### config.mk
export PLATFORM = sky130hd
export DESIGN_NAME = amplitude_mod_scheduler
export DESIGN_NICKNAME = d
export VERILOG_FILES = /design/src/rtl/amplitude_mod_scheduler.sv
export SDC_FILE = /design/constraint.sdc
export NUM_CORES = 1
export LEC_CHECK = 0
export ABC_AREA = 0
export CELL_PAD_IN_SITES_DETAIL_PLACEMENT = 0
export CELL_PAD_IN_SITES_GLOBAL_PLACEMENT = 1
export CORE_UTILIZATION = 35
export DETAILED_ROUTE_END_ITERATION = 10
export PLACE_DENSITY = 0.79
export SETUP_SLACK_MARGIN = 0.05
export SLEW_MARGIN = 0
export SYNTH_ARGS = -nofsm -noshare
export SYNTH_HDL_FRONTEND = slang
export SYNTH_SLANG_ARGS = --single-unit
### constraint.sdc
create_clock -name clk -period 12.5 [get_ports clk]
set_clock_uncertainty 0.15 [all_clocks]
set_input_delay 1.25 -clock clk [delete_from_list [all_inputs] [get_ports clk]]
set_output_delay 1.25 -clock clk [all_outputs]
set_load 0.005 [all_outputs]
### src/rtl/amplitude_mod_scheduler.sv
// Time-multiplexed amplitude scaler: one registered signed multiplier shared by all voices.
// Optional mix accumulator/saturation guarded by AMP_SCHED_MIX_EN.
module amplitude_mod_scheduler #(
  parameter int NUM_VOICES     = 4,
  parameter int DATA_BITS      = 12,
  parameter int AMPLITUDE_BITS = 8
) (
  input  logic                                 clk,
  input  logic                                 rst_n,
  input  logic                                 sample_tick,
  input  logic [NUM_VOICES*DATA_BITS-1:0]      din_bus,
  input  logic [NUM_VOICES*AMPLITUDE_BITS-1:0] amp_bus,
  input  logic [NUM_VOICES-1:0]                voice_enable,
  output logic [NUM_VOICES*DATA_BITS-1:0]      dout_bus,
  output logic [DATA_BITS-1:0]                 mix_out,
  output logic                                 busy,
  output logic                                 done,
  output logic                                 overrun
);

  localparam int IW = (NUM_VOICES > 1) ? $clog2(NUM_VOICES) : 1;
  localparam int PW = DATA_BITS + AMPLITUDE_BITS + 1;
  localparam logic [DATA_BITS-1:0] MID =
    {1'b1, {(DATA_BITS-1){1'b0}}};
  localparam logic [IW-1:0] LAST = IW'(NUM_VOICES - 1);

  typedef enum logic [1:0] {
    S_IDLE,
    S_RUN,
    S_FLUSH,
    S_DONE
  } state_t;

  state_t state_q, state_d;
  logic [IW-1:0] idx_q, idx_d;
  logic [IW-1:0] pidx_q;
  logic          pv_q;
  logic          load, issue;

  logic [NUM_VOICES*DATA_BITS-1:0]      din_q;
  logic [NUM_VOICES*AMPLITUDE_BITS-1:0] amp_q;
  logic [NUM_VOICES-1:0]                en_q;
  logic [NUM_VOICES*DATA_BITS-1:0]      dout_q;
  logic                                 done_q;
  logic                                 ovr_q;

  logic signed [PW-1:0]           prod_q;
  logic signed [DATA_BITS-1:0]    s_w;
  logic signed [AMPLITUDE_BITS:0] a_w;
  logic signed [PW-1:0]           p_w;
  logic signed [DATA_BITS-1:0]    y_w;

  always_comb begin
    state_d = state_q;
    idx_d   = idx_q;
    load    = 1'b0;
    issue   = 1'b0;
    unique case (state_q)
      S_IDLE: begin
        if (sample_tick) begin
          load    = 1'b1;
          idx_d   = '0;
          state_d = S_RUN;
        end
      end
      S_RUN: begin
        issue = 1'b1;
        idx_d = idx_q + 1'b1;
        if (idx_q == LAST) begin
          idx_d   = '0;
          state_d = S_FLUSH;
        end
      end
      S_FLUSH: state_d = S_DONE;
      S_DONE:  state_d = S_IDLE;
      default: state_d = S_IDLE;
    endcase
  end

  always_ff @(posedge clk or negedge rst_n) begin
    if (!rst_n) begin
      state_q <= S_IDLE;
      idx_q   <= '0;
    end else begin
      state_q <= state_d;
      idx_q   <= idx_d;
    end
  end

  // Disabled voices multiply to zero so writeback needs no enable
  always_comb begin
    s_w = din_q[idx_q*DATA_BITS +: DATA_BITS] ^ MID;
    a_w = {1'b0, amp_q[idx_q*AMPLITUDE_BITS +: AMPLITUDE_BITS]};
    p_w = '0;
    if (en_q[idx_q]) p_w = s_w * a_w;
    y_w = DATA_BITS'(prod_q >>> AMPLITUDE_BITS);
  end

  always_ff @(posedge clk or negedge rst_n) begin
    if (!rst_n) begin
      din_q  <= '0;
      amp_q  <= '0;
      en_q   <= '0;
      prod_q <= '0;
      pidx_q <= '0;
      pv_q   <= 1'b0;
      dout_q <= {NUM_VOICES{MID}};
      done_q <= 1'b0;
      ovr_q  <= 1'b0;
    end else begin
      if (load) begin
        din_q <= din_bus;
        amp_q <= amp_bus;
        en_q  <= voice_enable;
      end
      pv_q <= issue;
      if (issue) begin
        prod_q <= p_w;
        pidx_q <= idx_q;
      end
      if (pv_q) dout_q[pidx_q*DATA_BITS +: DATA_BITS] <= y_w ^ MID;
      done_q <= (state_q == S_DONE);
      if (sample_tick && state_q != S_IDLE) ovr_q <= 1'b1;
    end
  end

`ifdef AMP_SCHED_MIX_EN
  localparam int AW = DATA_BITS + $clog2(NUM_VOICES);
  localparam logic signed [AW-1:0] SAT_HI = AW'((2 ** (DATA_BITS-1)) - 1);
  localparam logic signed [AW-1:0] SAT_LO = ~SAT_HI;

  logic signed [AW-1:0]  acc_q;
  logic [DATA_BITS-1:0]  mix_q;
  logic [DATA_BITS-1:0]  mix_c;

  always_comb begin
    mix_c = DATA_BITS'(acc_q) ^ MID;
    if (acc_q > SAT_HI)      mix_c = '1;
    else if (acc_q < SAT_LO) mix_c = '0;
  end

  always_ff @(posedge clk or negedge rst_n) begin
    if (!rst_n) begin
      acc_q <= '0;
      mix_q <= MID;
    end else begin
      if (load)      acc_q <= '0;
      else if (pv_q) acc_q <= acc_q + AW'(y_w);
      if (state_q == S_DONE) mix_q <= mix_c;
    end
  end

  assign mix_out = mix_q;
`else
  assign mix_out = MID;
`endif

  assign dout_bus = dout_q;
  assign busy     = (state_q != S_IDLE);
  assign done     = done_q;
  assign overrun  = ovr_q;

endmodule

Yosys cells after proc, flatten, opt, wreduce, memory -nomap -nowiden
Index checks and enable logic that the tools add are counted.
{"block": "word_totals", "reg_bits": 161, "latch_bits": 0, "ramBits": 0, "mem_bits_ro": 0, "out_inout_bits": 63, "mem_count": 0}
{"block": "op_classes", "n_addsub": 2, "multipliers": 3, "n_div": 0, "magnitude_cmp": 1, "eq_ne": 6, "n_shift": 4, "mux": 13, "n_bitwise": 2, "reduce_logical": 6}
{"operator": "bitwise mux 48 bit", "n": 1}
{"operator": "variable shift 12 x 34 -> 48 bit (first input constant)", "n": 1}
{"operator": "variable part select 12 x 34 -> 48 bit", "n": 1}
{"operator": "variable part select 48 x 7 -> 12 bit", "n": 1}
{"operator": "negation 6 -> 34 bit", "n": 1}
{"operator": "variable part select 32 x 6 -> 8 bit", "n": 1}
{"operator": "multiplier 12 x 9 -> 20 bit", "n": 1}
{"operator": "two-way mux 20 bit", "n": 1}
{"operator": "multiplier 2 x 2 -> 4 bit (second input constant)", "n": 2}
{"operator": "two-way mux 2 bit", "n": 4}
{"operator": "one-hot mux 2 bit (4 select lines)", "n": 1}
{"operator": "== test 2 bit (second input constant)", "n": 3}
{"operator": "two-way mux 1 bit", "n": 4}
{"operator": "!= test 2 bit (second input constant)", "n": 2}
{"operator": "one-hot mux 2 bit (2 select lines)", "n": 1}
{"operator": "AND reduction 2 bit", "n": 2}
{"operator": "nonzero test 2 bit", "n": 2}
{"operator": "less-than comparator 2 x 3 -> 1 bit (second input constant)", "n": 1}
{"operator": "adder 2 x 1 -> 2 bit (second input constant)", "n": 1}
{"operator": "binary-select mux 1 bit (select 2 bit)", "n": 1}
{"operator": "== test 2 x 1 -> 1 bit (second input constant)", "n": 1}
{"operator": "zero test 2 bit", "n": 1}
{"operator": "inverter 1 bit", "n": 2}
{"operator": "logical AND 1 bit", "n": 1}

Depth between registers and ports, before layout
{"block": "depth", "ltp_word": 5, "mapped_depth": 21}

Least setup slack after synthesis
Ideal clock, no wire load.
{"block": "synth_timing", "kind": "register to register", "start": "register idx_q[0]", "end": "register prod_q[19]", "t_arrival_ns": 5.641, "t_required_ns": 12.226, "slack_ns": 6.585, "path_stages_with_launch": 20, "path_buffers": 4, "synth_period_minus_slack_ns": 5.915, "path_cell_list": "dfrtp_1 buf_6 buf_2 buf_2 mux4_2 and2_1 fa_1 fa_1 fa_1 inv_1 fa_1 inv_1 ha_1 clkbuf_1 a21o_1 a221oi_1 a21oi_1 a31oi_1 o31ai_1 a211o_1"}
{"block": "synth_via", "elab_chain_len": 5, "elab_cells_between_ends": 8}
{"element": "from (decl)", "line_no": "35", "text": "logic [IW-1:0] idx_q, idx_d;"}
{"element": "from (signal assigned)", "line_no": "86", "text": "idx_q <= idx_d;"}
{"element": "multiplier 2 x 2 -> 4 bit", "line_no": "92", "text": "s_w = din_q[idx_q*DATA_BITS +: DATA_BITS] ^ MID;"}
{"element": "variable part select 48 x 7 -> 12 bit", "line_no": "92"}
{"element": "inverter 1 bit (no source line)"}
{"element": "multiplier 12 x 9 -> 20 bit", "line_no": "95", "text": "if (en_q[idx_q]) p_w = s_w * a_w;"}
{"element": "two-way mux 20 bit (*)", "line_no": "95"}
{"element": "to (signal assigned)", "line_no": "118", "text": "prod_q <= p_w;"}
{"element": "to (decl)", "line_no": "47", "text": "logic signed [PW-1:0] prod_q;"}
Mark *: on every way between the ends. The rest lies on a longest branch, timed or not. The select of a mux whose other input is x is not followed.
A chain may end at the register's enable or synchronous reset.

Worst setup path in the final report
Same ends and word-level chain as after synthesis.

==> results.toml <==
[floorplanning]
design.die.area_um2 = 30020
core_area_um2 = 28780
initial_utilization_pct = 35.67
num_rows = 62
die_h_um = 173.3
dieWidth_um = 173.3
pin_count = 150

[timing]
setup_viol = 0
slew_violations = 0
max_slew_margin_pct = 16.40
worst_pin_slew_ps = 1244
rsz0062_at_grt = "no"
period_minus_slack_ps = 6162
period_share_pct = 49.29
max_freq_mhz = 162.3
setup_tns_ps = 0
finalHoldViolations = 0

[hold_path]
hp-start = "dout_bus[23]"
hp-class = "flip-flop to flip-flop"
whs_path_depth = 2
holdPathEnd = "dout_bus[23]"

[synthesis]
synth_ff_type = "dfrtp_1"
yosys-top-cells-area = "dfrtp_1 36%, fa_1 15%, mux2_2 9.2%, ha_1 5.5%, mux4_2 4.2%"
synth_common_cells = "149 x dfrtp_1, 110 x inv_1, 101 x nand2_1, 84 x mux2_2, 75 x fa_1"
synth.largest_area_cell = "dfrtp_1"
synth.avg_cell_area_um2 = 11.16
synth_top_area_share_pct = 36.32
ys_ff_latch = 153
synth_most_common_cell = "dfrtp_1"
async_reset_ff_share_pct = 100.0
yosysWarnings = 0
synthCells = 920
synth_edf_count = 0
syn_area_um2 = 10260
yosysSeqAreaShare_pct = 37.35
synth_cell_types = 59

[final_layout]
n_antenna_cell = 0
nets = 1242
fillCellCount = 2718
area_delta_synth_final_pct = 21.93
drive_gt1_share_pct = 14.41
final_core_util_pct = 43.49

[global_route]
grt_pass1_vias = 7265
grt_util_all_layers_pct = 15.55
grt_overflow = 0
grt_antenna_before_repair = 0
grt_pass1_wl_um = 37450
grt_start_max_net_pins = 85

[clocking]
clk_latency_ps = 430
path_clk_slew_ps = 70
htree_levels = 4
cts_resized = 0
cts_setup_buffers = 0
cts_tree = "built"
cts_sinks = 153
cts_root_buffer = "clkbuf_16"
cts_buffers = 17
cts_max_path_buffers = 2
ctsHoldBuffers = 0

[drt]
drc = 0
antenna_left = 0
wirelength_um = 22240
drtIter0Drc = 324
via_per_inst = 4.848
vias = 6942
avgRoutedWirePerCell_um = 15.53
first_pass_iters = 5

[placement]
portBuffers = 137
place.gp.congestion = 0.8252
hpwl_um = 16830

[status]
outcome = "complete, no violations"

[worst_setup_path]
r2r_start = "idx_q[0]"
rrSetupSlack_ps = 6340
cp.required_ps = 12650
cp_max_fo = 26
crit_arrival_ps = 6310
start_kind = "flip-flop"
rr_worst_depth = 16
r2r-end = "prod_q[19]"
end_kind = "flip-flop"
worstSetupPathType = "flip-flop to flip-flop"

[flow_run]
maxCapViolations = 0
==> metrics by stage <==
step	area [µm²]	std cells	hold slack, ps	setup slack (ps)
final	12520	1432	314.4	6338
after global routing	12520	1432	341.6	6016
after CTS	12520	1432	322.5	6325
after detailed placement	11930	1400	306.2	6351
after global placement	11930	1400	296.8	6492
after floorplan	10300	930	293.8	6585
==> layout make-up <==
cell class | count | area [µm²] | area share (%)
Multi-Input combinational cell | 613 | 5811 | 46.43
Inverter | 110 | 412.9 | 3.299
Sequential cell | 153 | 3834 | 30.63
Timing Repair Buffer | 140 | 1395 | 11.15
Clock inverter | 14 | 153.9 | 1.230
Tap cell | 384 | 480.5 | 3.839
Clock buffer | 18 | 429.2 | 3.429
==> logic make-up (layout without fill, tap and decap cells) <==
family	Yosys count	in the layout	share of synthesized area [%]
and+or+nand+nor	209	209	9.764
buffers and inverters	164	282	6.546
DFF	153	153	37.35
AOI/OAI and AO/OA	141	141	9.752
adders and majority gates	120	120	20.11
muxes	116	116	15.13
xor gates and xnor gates	15	15	1.280
other	2	12	0.07316
==> critical path: stages (launching register included) <==
cell and delay (ps):
dfrtp_1 350, buf_4 430, mux4_1 820, and2_1 240, fa_1 550, fa_1 430, fa_1 540, inv_1 50
fa_1 520, inv_1 40, ha_1 400, and3_1 230, a221oi_1 420, a21oi_1 190, a31oi_1 250, o31ai_1 130
a211o_1 260
==> worst max-delay path by stage <==
stage	from	endpoint	slack, ps	depth (start not counted)
2_1_floorplan	idx_q[0]	prod_q[19]	6580	19
3_3_place_gp	idx_q[0]	prod_q[19]	6490	16
3_5_place_dp	idx_q[0]	prod_q[19]	6350	16
4_1_cts	idx_q[0]	prod_q[19]	6320	16
5_1_grt	idx_q[0]	prod_q[19]	6020	16
6_report	idx_q[0]	prod_q[19]	6340	16
==> flip-flops by register name (all words and copies together), names as in the netlist, 2 cells and up <==
signal	cells
dout_bus	48
pidx_q	2
state_q	2
en_q	4
din_q	48
prod_q	12
amp_q	32
idx_q	2
==> placed cells by master (no fill, tap or decap), types with 3 or more instances in the layout <==
| cell | Yosys | routed |
|---|---|---|
| a211oi_1 | 7 | 7 |
| a21o_1 | 10 | 10 |
| a21oi_1 | 16 | 16 |
| a221o_1 | 3 | 3 |
| a22o_1 | 23 | 23 |
| a22oi_1 | 8 | 8 |
| a31oi_1 | 3 | 3 |
| a32o_1 | 3 | 3 |
| and2_1 | 47 | 47 |
| and3_1 | 5 | 5 |
| buf_4 | 12 | 3 |
| clkbuf_16 | 0 | 17 |
| clkdlybuf4s50_1 | 0 | 136 |
| conb_1 | 2 | 12 |
| dfrtp_1 | 149 | 149 |
| dfstp_2 | 4 | 4 |
| fa_1 | 75 | 75 |
| ha_1 | 45 | 45 |
| inv_1 | 110 | 110 |
| inv_6 | 0 | 5 |
| inv_8 | 0 | 3 |
| mux2_2 | 84 | 84 |
| mux2i_1 | 10 | 10 |
| mux4_1 | 3 | 3 |
| mux4_2 | 19 | 19 |
| nand2_1 | 101 | 100 |
| nand2b_1 | 8 | 8 |
| nand3_1 | 5 | 5 |
| nor2_1 | 20 | 20 |
| nor2b_1 | 7 | 7 |
| nor3_1 | 5 | 5 |
| o21ai_0 | 41 | 41 |
| o2bb2ai_1 | 4 | 4 |
| o31ai_1 | 5 | 5 |
| or2_2 | 3 | 3 |
| xnor2_1 | 12 | 12 |
| xor2_1 | 3 | 3 |
==> per-layer routing <==
layer  global-route usage (%)  vias to the layer above  part of all wire (%)
li1                         -                     3323                     -
met1                    21.52                     3418                    48
met2                    23.94                      183                    45
met3                    4.605                       18                   6.4
met4                    3.724                        0                   1.2
met5                        0                        -                     0
Power is not shown: default switching activity piles up to over one toggle a cycle in this logic, so the estimate is an artifact.
